<file path="config.mk">
export PLATFORM = sky130hd
export DESIGN_NAME = capture_scheduler
export DESIGN_NICKNAME = d
export VERILOG_FILES = /design/src/rtl/capture_scheduler.sv
export SDC_FILE = /design/constraint.sdc
export NUM_CORES = 1
export LEC_CHECK = 0
export CORE_MARGIN = 1.5
export CORE_UTILIZATION = 42
export DETAILED_ROUTE_END_ITERATION = 12
export PLACE_DENSITY = 0.69
export SYNTH_ARGS = -nofsm -noshare
export SYNTH_HDL_FRONTEND = slang
export SYNTH_SLANG_ARGS = --single-unit
</file>
<file path="constraint.sdc">
create_clock -name clk -period 4.7 [get_ports clk]
set_input_delay 0.705 -clock clk [delete_from_list [all_inputs] [get_ports clk]]
set_output_delay 0.705 -clock clk [all_outputs]
set_load 0.01 [all_outputs]
</file>
<file path="src/rtl/capture_scheduler.sv">
// Frame-capture sequencer for two camera pipelines: periodic/one-shot starts,
// FIFO/busy hold-off, per-capture watchdog with camera reset recovery.
module capture_scheduler #(
  parameter int PERIOD_W   = 32,
  parameter int TIMEOUT_W  = 24,
  parameter int COUNT_W    = 16,
  parameter int RST_CYCLES = 4
) (
  input  logic                 clk,
  input  logic                 reset_n,
  input  logic                 enable,
  input  logic [1:0]           mode,
  input  logic [PERIOD_W-1:0]  period,
  input  logic [TIMEOUT_W-1:0] timeout,
  input  logic                 trigger,
  input  logic                 clear_err,
  input  logic                 cam0_busy,
  input  logic                 cam1_busy,
  input  logic                 cam0_done,
  input  logic                 cam1_done,
  input  logic                 cam0_fifo_afull,
  input  logic                 cam1_fifo_afull,
  output logic                 cam0_start,
  output logic                 cam1_start,
  output logic                 cam0_reset,
  output logic                 cam1_reset,
  output logic                 sched_busy,
  output logic                 next_cam,
  output logic [COUNT_W-1:0]   frame_count,
  output logic                 timeout_err,
  output logic                 overrun
);

  typedef enum logic [2:0] {S_IDLE, S_ARM, S_START, S_WAIT, S_RECOVER} state_t;

  localparam int RC_W = $clog2(RST_CYCLES + 1);

  state_t               state_q, state_d;
  logic [PERIOD_W-1:0]  cnt_q, cnt_d, per_q, per_d;
  logic                 pend_q, pend_d;
  logic [1:0]           tgt_q, tgt_d, done_q, done_d;
  logic                 alt_q, alt_d, nxt_q, nxt_d;
  logic [TIMEOUT_W-1:0] wd_q, wd_d;
  logic [RC_W-1:0]      rc_q, rc_d;
  logic [COUNT_W-1:0]   fc_q, fc_d;
  logic                 terr_q, terr_d, ovr_q, ovr_d;
  logic                 tick, accept, set_terr, set_ovr;
  logic [1:0]           mode_tgt, hold_v, done_v, done_new;

  assign hold_v = {cam1_busy | cam1_fifo_afull, cam0_busy | cam0_fifo_afull};
  assign done_v = {cam1_done, cam0_done};

  // Period is sampled at each wrap (or while disabled) so a live change never
  // shortens or stretches the interval already in progress.
  always_comb begin
    tick  = 1'b0;
    cnt_d = cnt_q;
    per_d = per_q;
    if (!enable) begin
      cnt_d = '0;
      per_d = period;
    end else begin
      tick = (per_q == '0) || (cnt_q == per_q - PERIOD_W'(1));
      if (tick) begin
        cnt_d = '0;
        per_d = period;
      end else begin
        cnt_d = cnt_q + PERIOD_W'(1);
      end
    end
  end

  always_comb begin
    case (mode)
      2'b00:   mode_tgt = 2'b01;
      2'b01:   mode_tgt = 2'b10;
      2'b10:   mode_tgt = nxt_q ? 2'b10 : 2'b01;
      default: mode_tgt = 2'b11;
    endcase
  end

  always_comb begin
    state_d  = state_q;
    tgt_d    = tgt_q;
    alt_d    = alt_q;
    done_d   = done_q;
    wd_d     = wd_q;
    rc_d     = rc_q;
    fc_d     = fc_q;
    nxt_d    = nxt_q;
    accept   = 1'b0;
    set_terr = 1'b0;
    done_new = done_q | (done_v & tgt_q);
    case (state_q)
      S_IDLE: begin
        accept = pend_q | trigger;
        if (accept) begin
          tgt_d   = mode_tgt;
          alt_d   = (mode == 2'b10);
          state_d = S_ARM;
        end
      end
      S_ARM: begin
        if ((hold_v & tgt_q) == 2'b00) state_d = S_START;
      end
      S_START: begin
        done_d  = 2'b00;
        wd_d    = '0;
        state_d = S_WAIT;
      end
      S_WAIT: begin
        done_d = done_new;
        wd_d   = wd_q + TIMEOUT_W'(1);
        // Completion is tested first so a last done coinciding with expiry wins.
        if ((done_new & tgt_q) == tgt_q) begin
          fc_d    = fc_q + COUNT_W'(1);
          nxt_d   = nxt_q ^ alt_q;
          state_d = S_IDLE;
        end else if ((timeout != '0) && (wd_q + TIMEOUT_W'(1) == timeout)) begin
          set_terr = 1'b1;
          rc_d     = '0;
          state_d  = S_RECOVER;
        end
      end
      S_RECOVER: begin
        rc_d = rc_q + RC_W'(1);
        if (rc_q == RC_W'(RST_CYCLES - 1)) begin
          nxt_d   = nxt_q ^ alt_q;
          state_d = S_IDLE;
        end
      end
      default: state_d = S_IDLE;
    endcase
  end

  // A tick that lands while one is still queued behind an active capture is lost.
  assign set_ovr = tick && pend_q && (state_q != S_IDLE) && (per_q != '0);

  always_comb begin
    if (!enable)     pend_d = 1'b0;
    else if (tick)   pend_d = 1'b1;
    else if (accept) pend_d = 1'b0;
    else             pend_d = pend_q;
    terr_d = set_terr ? 1'b1 : (clear_err ? 1'b0 : terr_q);
    ovr_d  = set_ovr  ? 1'b1 : (clear_err ? 1'b0 : ovr_q);
  end

  always_ff @(posedge clk or negedge reset_n) begin
    if (!reset_n) begin
      state_q <= S_IDLE;
      cnt_q   <= '0;
      per_q   <= '0;
      pend_q  <= 1'b0;
      tgt_q   <= 2'b00;
      done_q  <= 2'b00;
      alt_q   <= 1'b0;
      nxt_q   <= 1'b0;
      wd_q    <= '0;
      rc_q    <= '0;
      fc_q    <= '0;
      terr_q  <= 1'b0;
      ovr_q   <= 1'b0;
    end else begin
      state_q <= state_d;
      cnt_q   <= cnt_d;
      per_q   <= per_d;
      pend_q  <= pend_d;
      tgt_q   <= tgt_d;
      done_q  <= done_d;
      alt_q   <= alt_d;
      nxt_q   <= nxt_d;
      wd_q    <= wd_d;
      rc_q    <= rc_d;
      fc_q    <= fc_d;
      terr_q  <= terr_d;
      ovr_q   <= ovr_d;
    end
  end

  assign cam0_start  = (state_q == S_START) && tgt_q[0];
  assign cam1_start  = (state_q == S_START) && tgt_q[1];
  assign cam0_reset  = (state_q == S_RECOVER) && tgt_q[0] && !done_q[0];
  assign cam1_reset  = (state_q == S_RECOVER) && tgt_q[1] && !done_q[1];
  assign sched_busy  = (state_q != S_IDLE);
  assign next_cam    = nxt_q;
  assign frame_count = fc_q;
  assign timeout_err = terr_q;
  assign overrun     = ovr_q;

endmodule

</file>
# ---- Word-level counts from Yosys, hierarchy flattened
# Index checks and enable logic that the tools add are counted.
dict set report op_classes {
  n_addsub 5
  bitwise_logic 8
  eq_ne 19
  muxes 31
  reduce_logical 29
}
# operator n
set ops {}
lappend ops {{$mux 32} 4}
lappend ops {{$pmux 24 s2} 1}
lappend ops {{$add 32x1->32 const B} 1}
lappend ops {{$eq 32x32->1} 1}
lappend ops {{$logic_not 32->1} 1}
lappend ops {{$reduce_bool 32->1} 1}
lappend ops {{$sub 32x1->32 const B} 1}
lappend ops {{$add 24x1->24 const B} 1}
lappend ops {{$eq 24x24->1} 1}
lappend ops {{$reduce_bool 24->1} 1}
lappend ops {{$mux 3} 7}
lappend ops {{$add 16x1->16 const B} 1}
lappend ops {{$pmux 3 s5} 1}
lappend ops {{$mux 1} 13}
lappend ops {{$ne 2x2->1 const B} 6}
lappend ops {{$logic_and 1x1->1} 10}
lappend ops {{$eq 3x2->1 const B} 3}
lappend ops {{$reduce_bool 2->1} 4}
lappend ops {{$and 2x2->2} 3}
lappend ops {{$pmux 2 s3} 1}
lappend ops {{$pmux 3 s2} 1}
lappend ops {{$reduce_and 3->1} 2}
lappend ops {{$logic_not 2->1} 2}
lappend ops {{$pmux 2 s2} 1}
lappend ops {{20 further kinds} 24}
dict set report word_totals {
  ff_bits 119
  elab_cells 105
  input_bits 69
}

# ---- Longest topological paths before layout
# Gate-level depths: netlist (run 1).
dict set report logic_depth {
  word_depth 8
  depth_mapped 13
}

# ---- Worst setup path after synthesis (run 1)
# Ideal clock, no wire load.
dict set report synth_path {
  path_kind {register to register}
  start {register per_q[18]}
  end {register per_q[23]}
  setup_slack_ns 1.290
  period_less_slack_ns 3.410
  path_buffers 3
  arrival_ns 3.341
  stages_incl_launch_ff 12
  required_time_ns 4.631
  setup_time_ns 0.069
  path_cell_list {dfrtp_1 -> clkbuf_1 -> or4_1 -> buf_2 -> or4b_4 -> nor3_2 -> mux2_2 -> a31oi_1 -> o22ai_2 -> buf_6 -> or4_1 -> nand3_1}
}
dict set report synth_via {
  elab_chain_cells 4
}
# item line_no
set synth_lines {}
lappend synth_lines {{from (decl)} 39} ;# logic [PERIOD_W-1:0] cnt_q, cnt_d, per_q, per_d;
lappend synth_lines {{from (signal assigned)} 166} ;# per_q <= per_d;
lappend synth_lines {{$sub 32x1->32} 63} ;# tick = (per_q == '0) || (cnt_q == per_q - PERIOD_W'(1));
lappend synth_lines {{$eq 32x32->1} 63}
lappend synth_lines {{$logic_or 1x1->1 *} 63}
lappend synth_lines {{$ne 2x1->1 (no line) *} n/a}
# Every way passes the cells marked *; elsewhere a longest branch is shown, timed or not.
# A chain may end at the register's enable or synchronous reset.

# ---- Worst setup path in the final report (run 1)
dict set report layout_path {
  start {register per_q[5]}
  end {register per_q[3]}
}
# Same word-level chain as after synthesis.

==> results of run 1 <==
==> synthesized netlist by cell type, drive strengths merged (3+ instances only) <==
| master | count | area, um2 |
|---|---|---|
| buf | 24 | 148 |
| or3 | 11 | 68.8 |
| nor2 | 60 | 235 |
| o21a | 3 | 22.5 |
| clkbuf | 53 | 200 |
| nor3 | 47 | 262 |
| o21bai | 3 | 22.5 |
| dfrtp | 119 | 2980 |
| mux2i | 6 | 60.1 |
| mux2 | 4 | 45.0 |
| inv | 44 | 165 |
| a2111oi | 3 | 32.5 |
| o21ai | 29 | 145 |
| or2 | 5 | 31.3 |
| or4 | 42 | 319 |
| a211oi | 3 | 22.5 |
| and2 | 5 | 31.3 |
| nand2b | 13 | 81.3 |
| and3 | 10 | 62.6 |
| nand3 | 77 | 385 |
| a21boi | 6 | 45.0 |
| nor3b | 8 | 60.1 |
| nor4b | 3 | 26.3 |
| o2111ai | 6 | 52.6 |
| nand4 | 23 | 150 |
| a31oi | 39 | 244 |
| a21oi | 51 | 255 |
| o41ai | 3 | 26.3 |
| xor2 | 49 | 429 |
| ha | 6 | 75.1 |
| and4 | 6 | 52.6 |
| nand2 | 88 | 330 |
| a21o | 3 | 22.5 |
| nand3b | 5 | 37.5 |
| nor2b | 16 | 100 |
| o22ai | 4 | 31.3 |
| o31ai | 15 | 113 |
| nor4 | 18 | 119 |
| xnor2 | 57 | 499 |
| o211ai | 35 | 263 |
==> power by group through the flow <==
stage	Sequential (W)	Clock (W)	Combinational (W)
final	0.00130	0.00139	0.000677
after global routing	0.00133	0.00147	0.000762
after CTS	0.00130	0.00141	0.000681
after detailed placement	0.00132	0	0.000678
after global placement	0.00131	0	0.000664
after floorplan	0.00123	0	0.000486
==> cell type report <==
| type | instances | area share [%] |
|---|---|---|
| Clock buffer | 18 | 4.25 |
| Timing Repair Buffer | 106 | 10.2 |
| Multi-Input combinational cell | 781 | 49.1 |
| Clock inverter | 14 | 1.97 |
| Sequential cell | 119 | 29.5 |
| Tap cell | 265 | 3.28 |
| Inverter | 44 | 1.64 |
==> per-layer routing <==
layer	wire, um	up-vias
met5	0	-
met4	232	0
met3	1090	24
met2	9560	247
met1	10400	3697
li1	-	3839
==> cells in the final DEF (no fill, tap or decap), types with 16 or more instances in the layout <==
| master | synthesis | routed |
|---|---|---|
| a31oi_1 | 39 | 39 |
| xor2_1 | 49 | 49 |
| nand2_1 | 88 | 88 |
| or4_1 | 41 | 41 |
| clkdlybuf4s50_1 | 0 | 90 |
| nand4_1 | 22 | 22 |
| nor2b_1 | 16 | 16 |
| inv_1 | 44 | 44 |
| xnor2_1 | 57 | 57 |
| dfrtp_1 | 119 | 119 |
| a21oi_1 | 51 | 51 |
| clkbuf_16 | 0 | 17 |
| o21ai_0 | 29 | 29 |
| nor4_1 | 17 | 17 |
| nor3_1 | 43 | 43 |
| nand3_1 | 77 | 77 |
| o211ai_1 | 35 | 35 |
| nor2_1 | 58 | 58 |
==> worst max-delay path by stage <==
stage                             to  slack [ns]  depth (start not counted)
6_report        per_q[3]$_DFFE_PN0P_        0.64                          9
5_1_grt         per_q[7]$_DFFE_PN0P_        0.41                          9
4_1_cts         per_q[3]$_DFFE_PN0P_        0.67                          9
3_5_place_dp    per_q[3]$_DFFE_PN0P_        0.72                          9
3_3_place_gp    per_q[8]$_DFFE_PN0P_        0.76                          9
2_1_floorplan  per_q[23]$_DFFE_PN0P_        1.29                         11
==> state kept, by name, indices dropped and copies added, names as in the netlist <==
signal and count:
rc_q 3, tgt_q 2, pend_q 1, done_q 2, frame_count 16, state_q 3, cnt_q 32, next_cam 1
wd_q 24, per_q 32, timeout_err 1, alt_q 1, overrun 1
==> critical path, stage by stage, from the launching register on <==
cell and delay, ns:
dfrtp_1 0.47, or4_1 0.66, or4_1 0.67, nor3_2 0.34
mux2_2 0.37, a31oi_1 0.28, o22ai_4 0.30, buf_4 0.30
or4_1 0.52, nand3_1 0.08
==> kinds of logic (layout without fill, tap and decap cells) <==
group,Yosys count,count (layout),share of synthesized area (%)
compound gates,217,217,16.9
xor+xnor,106,106,11.0
fa+ha+maj,6,6,0.891
buf+inv,121,182,6.09
flops,119,119,35.3
mux,10,10,1.25
simple gates,442,442,28.5
==> through the flow <==
| stage | setup slack [ns] | utilization, % | hold slack, ns | instance area, um2 | cells |
|---|---|---|---|---|---|
| after floorplan | 1.29 | - | 0.409 | 8430 | 1021 |
| after global placement | 0.764 | 48.3 | 0.470 | 9470 | 1315 |
| after detailed placement | 0.721 | 48.3 | 0.476 | 9470 | 1315 |
| after CTS | 0.675 | 51.5 | 0.331 | 10100 | 1347 |
| after global routing | 0.405 | 51.5 | 0.355 | 10100 | 1347 |
| final | 0.635 | 51.5 | 0.308 | 10100 | 1347 |
==> metrics.txt, run 1 <==
wire per inst=15.8 um; worst endpoint data arrival time=4.41 ns; clk sink count=119; Final Max Slew Viols=0; initial antenna violation count=0; worst-margin pin slew=1.03 ns; Yosys cell types=70; clk buf depth=2; number of remaining DRC errors=0; setup violators final=0; routed wire length=21.2 mm; HP Class=input port to async pin; CP startpoint kind=flop; skew final=0.0145 ns; TritonCTS buffer count=17; CP Class=flop to flop; clk root buf=clkbuf_16; Switching Share=30.5%; first-pass GRT wire length=35.7 mm; Static Leak=3.86 nW; 1st-pass router iterations=5; Syn. warnings=0; CTS H-tree lvls=4; Antenna Nets Post-Route=0; busiest grt layer=met2; sequential fraction of the synthesis area=35.3%; met3 Use GR=3.85%; TritonCTS clock tree=built; Period minus WS final=4.06 ns; Period Utilization, post-route=86.5%; syn_nets=1096; register area=2980 um2; Core ar.=19600 um2; status=complete, no violations; max-cap viol count=0; CP Max Fanout=29; Worst setup startpoint=per_q[5]$_DFFE_PN0P_; Via Count=7807; Peak VDD IR=219 uV; DP HPWL=14.8 mm; CTS clk-pin slew, worst paths=0.06 ns; clock insertion delay at the later pin of the skew report=0.42 ns; Gates resized, CTS repair=0; number of fill cells=1873; Syn Inst Count=1021; Die Y=145 um; logic gate share of total power=20.1%; ratio of cells with drive above 1 in the final layout=6.47%; RR Endpoint=per_q[3]$_DFFE_PN0P_; power share of the sequential group=38.7%; R2R cell count=9; RSZ-0062 raised after global routing=no; Clock power frac=41.3%; port bufs=92; P&R area growth vs syn=19.7%; ys async rst share=100%; Yosys reg bits=119; GRT Total Usage=21.3%; hold buffer count at CTS=0; synthesized cell area=8430 um2; Die Width=145 um; antenna cells=0; Internal=0.00235 W; grt met2 use=33.8%; gr ovfl total=0; reg2reg start=per_q[5]$_DFFE_PN0P_; vias per cell=5.80; max_slew headroom=31.6%; nets@finish=1144; Die ar.=20900 um2; routability-driven placement congestion ratio=0.876; Worst setup EP type=flop; # rows=51; # IOs=93; Pwr Total=0.00337 W; largest net degree at the start of global routing=110; multi-input logic area=4960 um2; Primary FF master, synth=dfrtp_1; number of flops mapped to enable cells by yosys=0; effective utilization at floorplan=43.0%; sw power=0.00103 W; register-to-register path setup slack=0.64 ns; Post-CTS Setup Repair Bufs=0; syn avg cell area=8.26 um2; initial DRC count=446; vias in the first global route=7215; pwr dens=334 nW/um2; setup TNS=0 ns; GRT met1 Usage=30.1%; worst path required time=5.05 ns; final hold vios=0; FMAX=246 MHz
Power figures use the tool's default switching activity.
==> inputs of run 2 (changes only) <==
- ABC_CLOCK_PERIOD_IN_PS: default -> 4700
- SLEW_MARGIN: default -> 20
==> results of run 2 <==
The final DEF is identical to that of run 1; final timing and power are the same.
==> inputs of run 3 (changes only) <==
- DONT_BUFFER_PORTS: default -> 1
- PLACE_DENSITY: 0.69 -> 0.63
- SLEW_MARGIN: 20 -> default
==> metrics.txt, run 3 (synthesis results as in run 1) <==
HP Class=input port to async pin; Clock power frac=41.0%; Static Leak=3.50 nW; # IOs=93; status=complete, no violations; Switching Share=33.0%; number of remaining DRC errors=0; register-to-register path setup slack=0.61 ns; ratio of cells with drive above 1 in the final layout=7.06%; power share of the sequential group=42.0%; sw power=0.00103 W; TritonCTS buffer count=17; clk root buf=clkbuf_16; logic gate share of total power=16.9%; Via Count=7499; CP Class=flop to flop; Pwr Total=0.00313 W; setup violators final=0; GRT Total Usage=20.4%; clk buf depth=2; gr ovfl total=0; Internal=0.00210 W; RSZ-0062 raised after global routing=no; worst path required time=5.07 ns; Die Y=145 um; M1 WL=10.3 mm; nets@finish=1053; worst endpoint data arrival time=4.45 ns; CP peak stage delay=0.76 ns; FMAX=245 MHz; cell area after placement=8550 um2; routed wire length=20.8 mm; Regs by FF count=cnt_q: 32 flops, per_q: 32 flops, wd_q: 24 flops; largest net degree at the start of global routing=120; vias in the first global route=6736; initial DRC count=622; max_slew headroom=35.2%; CP top delay family=simple AND/OR/NAND/NOR gates; Antenna Nets Post-Route=0; Worst setup EP type=flop; Die Width=145 um; Cell Chain, Critical Path=or4_4 > or4_1 > nor3_2 > mux2_2 > a31oi_1 > o22ai_4 > buf_4 > or4_1 > nand3_1; Core ar.=19600 um2; TritonCTS clock tree=built; P&R area growth vs syn=8.53%; Post-CTS Setup Repair Bufs=0; vias per cell=5.97; met2 wire len=9.28 mm; Peak VDD IR=228 uV; CTS clk-pin slew, worst paths=0.07 ns; Final Util=46.7%; crit path max-delay cell type=or4_1; CTS H-tree lvls=4; CP startpoint kind=flop; clock insertion delay at the later pin of the skew report=0.43 ns; worst path buffer plus inverter count=1; clk sink count=119; max-cap viol count=0; port bufs=0; CP Max Fanout=40; # rows=51; skew final=0.00939 ns; effective utilization at floorplan=43.0%; wire per inst=16.6 um; Period Utilization, post-route=86.9%; Final Max Slew Viols=0; first-pass GRT wire length=34.0 mm; commonest non-fill, non-tap cell in the layout=dfrtp_1; pwr dens=342 nW/um2; Gates resized, CTS repair=0; antenna cells=0; Period minus WS final=4.09 ns; 1st-pass router iterations=7; routed wl met3=1.05 mm; top layer in use=met4; CP most frequent cell=or4_1; routability-driven placement congestion ratio=0.865; worst-margin pin slew=0.971 ns; Die ar.=20900 um2; number of fill cells=1932; DP HPWL=13.9 mm; final instance area=9150 um2; most frequent cells in the layout=dfrtp_1 (119), nand2_1 (88), nand3_1 (77); final hold vios=0; initial antenna violation count=0; setup TNS=0 ns
-- run 3: changes by cell type in the layout (fill, tap and decap cells not counted), moves of 2 or more --
cell             previous run  this run
buf_4                      15        13
clkdlybuf4s50_1            90         0
clkinv_4                    2         4
bufinv_16                   4         1
-- run 3: layout make-up --
class | instances | area (um2) | share of cell area [%]
Clock buffer | 17 | 425 | 4.65
Clock inverter | 15 | 146 | 1.60
Inverter | 44 | 165 | 1.81
Multi-Input combinational cell | 781 | 4960 | 54.2
Sequential cell | 119 | 2980 | 32.5
Tap cell | 265 | 332 | 3.62
Timing Repair Buffer | 15 | 145 | 1.59
-- run 3: through the flow --
stage               setup WS, ns  cells  hold slack [ns]
finish                     0.614   1256            0.199
global route               0.368   1256            0.253
CTS                        0.641   1256            0.275
detailed placement         0.653   1223            0.412
global placement           0.747   1223            0.412
floorplan                   1.29   1021            0.409
-- run 3: final timing paths --
path	from	to	cells past startpoint
max	per_q[9]$_DFFE_PN0P_	per_q[27]$_DFFE_PN0P_	9
min	reset_n	wd_q[20]$_DFFE_PN0P_	1
max reg2reg	per_q[9]$_DFFE_PN0P_	per_q[27]$_DFFE_PN0P_	9
min reg2reg	done_q[1]$_DFFE_PN0P_	done_q[1]$_DFFE_PN0P_	2
max in group asynchronous	reset_n	per_q[4]$_DFFE_PN0P_	1
min in group clk	enable	cnt_q[6]$_DFF_PN0_	2
-- run 3: power by group through the flow --
stage	sequential, W	combinational [W]	clock (W)
6_report	0.00132	0.000530	0.00129
5_1_grt	0.00134	0.000607	0.00136
4_1_cts	0.00132	0.000537	0.00131
3_5_place_dp	0.00133	0.000509	0
3_3_place_gp	0.00133	0.000502	0
2_1_floorplan	0.00123	0.000486	0
-- run 3: per-layer routing --
metal	GRT usage, %	vias up
li1	-	3641
met1	29.4	3648
met2	31.1	192
met3	4.28	18
met4	5.37	0
met5	0	-
-- run 3: timing repair --
action                                  in CTS  in global routing
endpoints found under the hold margin      119                  0
hold buffers                                 1                  0
endpoints found under the setup margin       0                  0
